<file path="src/rtl/tff_seq_ctrl_pkg.sv">
// Shared types and the modulo step function for the TFF-bank sequencer.
package tff_seq_pkg;

   localparam int MAX_W = 16;

   typedef enum logic [1:0] {IDLE, RUN, DONE} state_e;

   typedef logic [MAX_W-1:0] cnt_t;
   typedef logic [MAX_W:0]   mod_t;

   typedef struct packed {
      cnt_t nxt;
      logic wrap;
   } step_t;

   // m is the effective modulus (1..2^MAX_W); out-of-range counts wrap on the next step.
   function automatic step_t next_count(input cnt_t q, input logic up, input mod_t m);
      step_t r;
      mod_t  qe;
      qe     = mod_t'(q);
      r.nxt  = q;
      r.wrap = 1'b0;
      if (up) begin
         if (qe >= m - mod_t'(1)) begin
            r.nxt  = '0;
            r.wrap = 1'b1;
         end else begin
            r.nxt = q + cnt_t'(1);
         end
      end else begin
         if (q == '0 || qe >= m) begin
            r.nxt  = cnt_t'(m - mod_t'(1));
            r.wrap = 1'b1;
         end else begin
            r.nxt = q - cnt_t'(1);
         end
      end
      return r;
   endfunction

endpackage

</file>
<file path="src/rtl/tff_seq_ctrl_if.sv">
// Host-side command/status bundle of the TFF sequencer.
// Optional TFF_SEQ_QBAR_CHK_EN adds the sticky err status.
interface tff_seq_if #(parameter int WIDTH = 4);

   logic             start;
   logic             abort;
   logic             dir;
   logic [WIDTH-1:0] modulus;
   logic [WIDTH-1:0] run_len;
   logic             load;
   logic [WIDTH-1:0] load_val;
   logic [WIDTH-1:0] q;
   logic [WIDTH-1:0] qbar;
   logic [WIDTH-1:0] t_out;
   logic             busy;
   logic             done;
   logic             tc;
`ifdef TFF_SEQ_QBAR_CHK_EN
   logic             err;
`endif

   modport master (
      output start, abort, dir, modulus, run_len, load, load_val,
      input  q, qbar, t_out, busy, done, tc
`ifdef TFF_SEQ_QBAR_CHK_EN
      , input err
`endif
   );

   modport slave (
      input  start, abort, dir, modulus, run_len, load, load_val,
      output q, qbar, t_out, busy, done, tc
`ifdef TFF_SEQ_QBAR_CHK_EN
      , output err
`endif
   );

endinterface

</file>
<file path="src/rtl/tff_seq_ctrl_bank.sv">
// WIDTH-bit bank of T flip-flops: each bit toggles on a clock edge where its t bit is set.
module tff_bank #(
   parameter int WIDTH = 4
) (
   input  logic             clk,
   input  logic             rst,
   input  logic [WIDTH-1:0] t,
   output logic [WIDTH-1:0] q,
   output logic [WIDTH-1:0] qbar
);

   logic [WIDTH-1:0] q_q;
   logic [WIDTH-1:0] q_d;

   always_comb q_d = q_q ^ t;

   always_ff @(posedge clk or posedge rst) begin
      if (rst) q_q <= '0;
      else     q_q <= q_d;
   end

   assign q    = q_q;
   assign qbar = ~q_q;

endmodule

</file>
<file path="src/rtl/tff_seq_ctrl.sv">
// Modulo up/down counter sequencer driving a TFF bank via per-bit toggle enables.
// Optional TFF_SEQ_QBAR_CHK_EN adds a sticky qbar/q consistency checker (err).
module tff_seq_ctrl
   import tff_seq_pkg::*;
#(
   parameter int WIDTH = 4
) (
   input logic     clk,
   input logic     rst,
   tff_seq_if.slave bus
);

   state_e           state_q, state_d;
   logic             busy_q, busy_d;
   logic             done_q, done_d;
   logic             tc_q, tc_d;
   logic [WIDTH-1:0] cnt_q, cnt_d;
   logic [WIDTH-1:0] len_q, len_d;

   logic [WIDTH-1:0] q;
   logic [WIDTH-1:0] qbar;
   logic [WIDTH-1:0] nxt;
   logic [WIDTH-1:0] t;
   mod_t             m_eff;
   step_t            step;

   always_comb begin
      m_eff = (bus.modulus == '0) ? (mod_t'(1) << WIDTH) : mod_t'(bus.modulus);
      step  = next_count(cnt_t'(q), bus.dir, m_eff);
   end

   if (WIDTH < MAX_W) begin : g_pad
      logic unused_hi;
      assign unused_hi = |step.nxt[MAX_W-1:WIDTH];
   end

   always_comb begin
      state_d = state_q;
      busy_d  = 1'b0;
      done_d  = 1'b0;
      tc_d    = 1'b0;
      cnt_d   = cnt_q;
      len_d   = len_q;
      nxt     = q;
      unique case (state_q)
         IDLE: begin
            if (bus.start) begin
               state_d = RUN;
               busy_d  = 1'b1;
               cnt_d   = '0;
               len_d   = bus.run_len;
            end
         end
         RUN: begin
            busy_d = 1'b1;
            if (bus.abort) begin
               state_d = DONE;
               busy_d  = 1'b0;
               done_d  = 1'b1;
            end else begin
               // A load replaces this step's value but still consumes a step.
               nxt   = step.nxt[WIDTH-1:0];
               tc_d  = step.wrap & ~bus.load;
               cnt_d = cnt_q + 1'b1;
               if (len_q != '0 && cnt_d == len_q) begin
                  state_d = DONE;
                  busy_d  = 1'b0;
                  done_d  = 1'b1;
               end
            end
         end
         DONE:    state_d = IDLE;
         default: state_d = IDLE;
      endcase
      if (bus.load) nxt = bus.load_val;
      t = q ^ nxt;
   end

   always_ff @(posedge clk or posedge rst) begin
      if (rst) begin
         state_q <= IDLE;
         busy_q  <= 1'b0;
         done_q  <= 1'b0;
         tc_q    <= 1'b0;
         cnt_q   <= '0;
         len_q   <= '0;
      end else begin
         state_q <= state_d;
         busy_q  <= busy_d;
         done_q  <= done_d;
         tc_q    <= tc_d;
         cnt_q   <= cnt_d;
         len_q   <= len_d;
      end
   end

   tff_bank #(.WIDTH(WIDTH)) u_bank (
      .clk  (clk),
      .rst  (rst),
      .t    (t),
      .q    (q),
      .qbar (qbar)
   );

   assign bus.q     = q;
   assign bus.qbar  = qbar;
   assign bus.t_out = t;
   assign bus.busy  = busy_q;
   assign bus.done  = done_q;
   assign bus.tc    = tc_q;

`ifdef TFF_SEQ_QBAR_CHK_EN
   logic err_q, err_d;

   // Watches the bundle outputs so any corruption on the way out is caught.
   always_comb err_d = err_q | (bus.qbar != ~bus.q);

   always_ff @(posedge clk or posedge rst) begin
      if (rst) err_q <= 1'b0;
      else     err_q <= err_d;
   end

   assign bus.err = err_q;
`endif

endmodule

</file>
<file path="src/flat_wrapper.sv">
// flat-port wrapper written by rule: the top's interface ports become plain ports
module tff_seq_ctrl_flat import tff_seq_pkg::*;
#(
   parameter int WIDTH = 4
)
  (clk, rst, bus_start, bus_abort, bus_dir, bus_modulus, bus_run_len, bus_load, bus_load_val, bus_q, bus_qbar, bus_t_out, bus_busy, bus_done, bus_tc);
  tff_seq_if #(.WIDTH(WIDTH)) bus_i ();
  input logic clk;
  input logic rst;
  input wire logic [$bits(bus_i.start)-1:0] bus_start;
  input wire logic [$bits(bus_i.abort)-1:0] bus_abort;
  input wire logic [$bits(bus_i.dir)-1:0] bus_dir;
  input wire logic [$bits(bus_i.modulus)-1:0] bus_modulus;
  input wire logic [$bits(bus_i.run_len)-1:0] bus_run_len;
  input wire logic [$bits(bus_i.load)-1:0] bus_load;
  input wire logic [$bits(bus_i.load_val)-1:0] bus_load_val;
  output wire logic [$bits(bus_i.q)-1:0] bus_q;
  output wire logic [$bits(bus_i.qbar)-1:0] bus_qbar;
  output wire logic [$bits(bus_i.t_out)-1:0] bus_t_out;
  output wire logic [$bits(bus_i.busy)-1:0] bus_busy;
  output wire logic [$bits(bus_i.done)-1:0] bus_done;
  output wire logic [$bits(bus_i.tc)-1:0] bus_tc;
  assign bus_i.start = bus_start;
  assign bus_i.abort = bus_abort;
  assign bus_i.dir = bus_dir;
  assign bus_i.modulus = bus_modulus;
  assign bus_i.run_len = bus_run_len;
  assign bus_i.load = bus_load;
  assign bus_i.load_val = bus_load_val;
  assign bus_q = bus_i.q;
  assign bus_qbar = bus_i.qbar;
  assign bus_t_out = bus_i.t_out;
  assign bus_busy = bus_i.busy;
  assign bus_done = bus_i.done;
  assign bus_tc = bus_i.tc;
  tff_seq_ctrl #(.WIDTH(WIDTH)) u_core (.clk(clk), .rst(rst), .bus(bus_i));
endmodule
</file>
<file path="config.mk">
export PLATFORM = sky130hd
export DESIGN_NAME = tff_seq_ctrl_flat
export DESIGN_NICKNAME = d
export VERILOG_FILES = /design/src/rtl/tff_seq_ctrl_pkg.sv /design/src/rtl/tff_seq_ctrl_if.sv /design/src/rtl/tff_seq_ctrl_bank.sv /design/src/rtl/tff_seq_ctrl.sv /design/src/flat_wrapper.sv
export SDC_FILE = /design/constraint.sdc
export NUM_CORES = 1
export LEC_CHECK = 0
export BUFFER_PORTS_ARGS = -buffer_cell sky130_fd_sc_hd__buf_2
export CAP_MARGIN = 40
export CORE_UTILIZATION = 45
export CTS_BUF_LIST = sky130_fd_sc_hd__clkbuf_4 sky130_fd_sc_hd__clkbuf_8
export CTS_CLUSTER_SIZE = 16
export DETAILED_ROUTE_END_ITERATION = 7
export MAX_ROUTING_LAYER = met4
export PLACE_DENSITY = 0.69
export SLEW_MARGIN = 20
export SYNTH_ARGS = -nofsm -noshare
export SYNTH_HDL_FRONTEND = slang
export SYNTH_SLANG_ARGS = --single-unit
</file>
<file path="constraint.sdc">
create_clock -name clk -period 2.74 [get_ports clk]
set_clock_uncertainty 0.15 [all_clocks]
set_input_delay 0.137 -clock clk [delete_from_list [all_inputs] [get_ports clk]]
set_output_delay 0.137 -clock clk [all_outputs]
set_load 0.02 [all_outputs]
</file>
==> out/qor.yml <==
worstPathArrival_ns: 2.59
ys_seq_elements: 17
cts_buffers: 3
syn_inst: 168
drive_gt1_frac: 0.512
fp-row-count: 20
fillCellCount: 230
max-cap-violations: 0
synth_top_area_frac: 0.283
ioPinCount: 33
clock_latency_ns: 0.29
floorplan.die_area_um2: 3580
avgRoutedWirePerCell_um: 17.2
antenna_found_initial: 0
seq_area_um2: 429
async_flop_share: 1.00
required_ns: 2.45
crit_top_cell: "buf_4"
yosysMostFrequentCell: "dfrtp_1"
fin_util: 0.760
fp.dieH_um: 59.8
start_util: 0.485
power_uw: 1700
avgSynthCellArea_um2: 8.96
multi_input_area_um2: 1230
via_count: 1610
insertedDiodeCount: 0
fin_ws_ns: -0.136
io_buffers: 32
htree_levels: 1
powerDensity_nw_per_um2: 720
grt_max_degree: 18
grt_pass1_vias: 1653
ys_warn_count: 0
syn-cell-area_um2: 1510
grt.overflow.total: 0
yosysSeqAreaShare: 0.283
grt_pass1_wl_um: 7610
syn_to_final_growth_pct: 56.7
postRouteAntennaNets: 0
violations: "negative setup slack"
fp.coreArea_um2: 3100
outcome: "complete, but fails checks"
synthTopCellsByCount: "dfrtp_1 (17), ha_1 (14), inv_1 (14), nand2_1 (14)"
synthDistinctLibCells: 48
viasPerCell: 5.63
finalHoldViolations: 0
min_period_over_period: 1.05
peakVddDrop_v: 0.000539
crit_chain: "buf_8 -> inv_6 -> ha_4 -> o21bai_4 -> a21oi_2 -> a41oi_2 -> inv_1 -> ha_1 -> o21a_1 -> nor3b_2 -> a221oi_4 -> buf_4 -> nor2_2 -> or4_4 -> a32oi_2 -> buf_4"
drc: 0
gp_congestion: 0.927
first_iter_violations: 63
dr.pass1.iters: 4
startpoint_type: "primary input"
cpLargestDelayFamily: "compound AO/OA/AOI/OAI gates"
maxSlewHeadroom: 0.581
drt_wl_total_um: 4930
cpPeakStageDelay_ns: 0.41
finalWorstPathRequiredPeriod_ns: 2.88
cp_max_fo: 3
endpoint_kind: "output pin"
clock.fmax_mhz: 348
min_path_type: "primary input to flop"
p_leak_uw: 0.00108
final_net_count: 275
clk_path_buf_depth: 2
slew_viol_final: 0
setup_viol: 3
cp_slowest_cell: "or4_4"
crit_type: "primary input to output pin"
die_width_um: 59.8
cts_root_buf: "clkbuf_4"
hpwl_um: 3180
synth.area.top_cells: "dfrtp_1 (28%), ha_1 (12%), inv_1 (3.5%)"
cts_sinks: 17
syn_nets: 200
synth_edf_count: 0
rsz0062_at_grt: "yes"
path_buf_inv: 5
synth_area_leader_cell: "dfrtp_1"
path_clk_slew_ns: 0.10
tightest_slew_ns: 0.628
cts_tree: "done"
ys.flop_type: "dfrtp_1"
track_usage: 0.301
kinds of logic (layout without fill, tap and decap cells):
kind of cell / after synthesis / after routing / share of synthesized area
AOI/OAI and AO/OA: 46 / 46 / 0.223
adders and majority gates: 14 / 14 / 0.116
xor gates and xnor gates: 10 / 10 / 0.0582
and+or+nand+nor: 54 / 54 / 0.195
muxes: 7 / 7 / 0.0499
DFF: 17 / 17 / 0.283
buffers and inverters: 20 / 94 / 0.0756
final cells by class:
| cell class | instances | area share |
|---|---|---|
| Inverter | 14 | 0.0265 |
| Clock buffer | 3 | 0.00955 |
| Multi-Input combinational cell | 131 | 0.523 |
| Sequential cell | 17 | 0.182 |
| Clock inverter | 1 | 0.00212 |
| Timing Repair Buffer | 76 | 0.233 |
| Tap cell | 44 | 0.0233 |
what timing repair did:
action | in CTS | in global routing
setup endpoints to repair | 4 | 4
hold buffers | 6 | 0
pin swaps | 18 | 4
gates cloned | 0 | 0
buffers inserted | 9 | 4
endpoints found under the hold margin | 22 | 0
resized for setup | 40 | 19
tightest hold or removal path: stages:
cell and delay [ns]:
buf_2 0.11, nor2_1 0.06, nor3_1 0.12
final timing paths:
check / startpoint / endpoint / slack, ns / depth (start not counted)
max: bus_modulus[0] / bus_t_out[1] / -0.14 / 16
min: bus_abort / u_core.state_q[1] / 0.02 / 3
max reg2reg: u_core.u_bank.q[2] / u_core.u_bank.q[2] / 0.21 / 10
min reg2reg: u_core.cnt_q[3] / u_core.cnt_q[3] / 0.36 / 2
max in group asynchronous: rst / u_core.u_bank.q[0] / 1.68 / 3
min in group asynchronous: rst / u_core.bus.done / 0.32 / 3
where the power goes:
| group | switching (uW) | internal [uW] |
|---|---|---|
| Sequential | 93.9 | 339 |
| Combinational | 581 | 550 |
| Clock | 79.4 | 54.4 |
| Total | 754 | 943 |
routing by layer:
metal / global-route usage / vias to the layer above / share of wire
li1: - / 764 / -
met1: 0.330 / 752 / 0.40
met2: 0.525 / 78 / 0.52
met3: 0.0628 / 16 / 0.049
met4: 0.130 / 0 / 0.030
met5: - / - / 0
state kept, by name, indices dropped and copies added (netlist names):
register and count:
u_core.bus.busy 1, u_core.len_q 4, u_core.u_bank.q 4, u_core.cnt_q 4
u_core.state_q 2, u_core.bus.tc 1, u_core.bus.done 1
layout by cell type, fill, tap and decap left out, drive strengths merged, types with 2 or more instances in the layout:
master	n
mux2i	3
xor2	4
xnor2	6
o21a	3
or3	2
nor2b	2
nor2	10
o311ai	2
inv	14
dlygate4sd3	6
nor3b	7
a211oi	3
o21ai	7
nor4b	3
buf	70
ha	14
clkbuf	3
a21oi	10
nor3	9
dfrtp	17
o32ai	2
mux2	4
o21bai	3
nand2	14
metrics by stage:
step	setup WS (ns)	hold WS, ns	cells	instance area [um2]	setup TNS [ns]
after floorplan	0.0179	-0.0871	168	1550	0
after global placement	-0.144	0.0843	264	1900	-0.608
after detailed placement	-0.314	0.0997	264	1900	-1.36
after CTS	-0.0454	0.0172	282	2240	-0.158
after global routing	-0.250	0.0470	286	2360	-0.618
final	-0.136	0.0236	286	2360	-0.206
(Power assumes the default switching activity.)
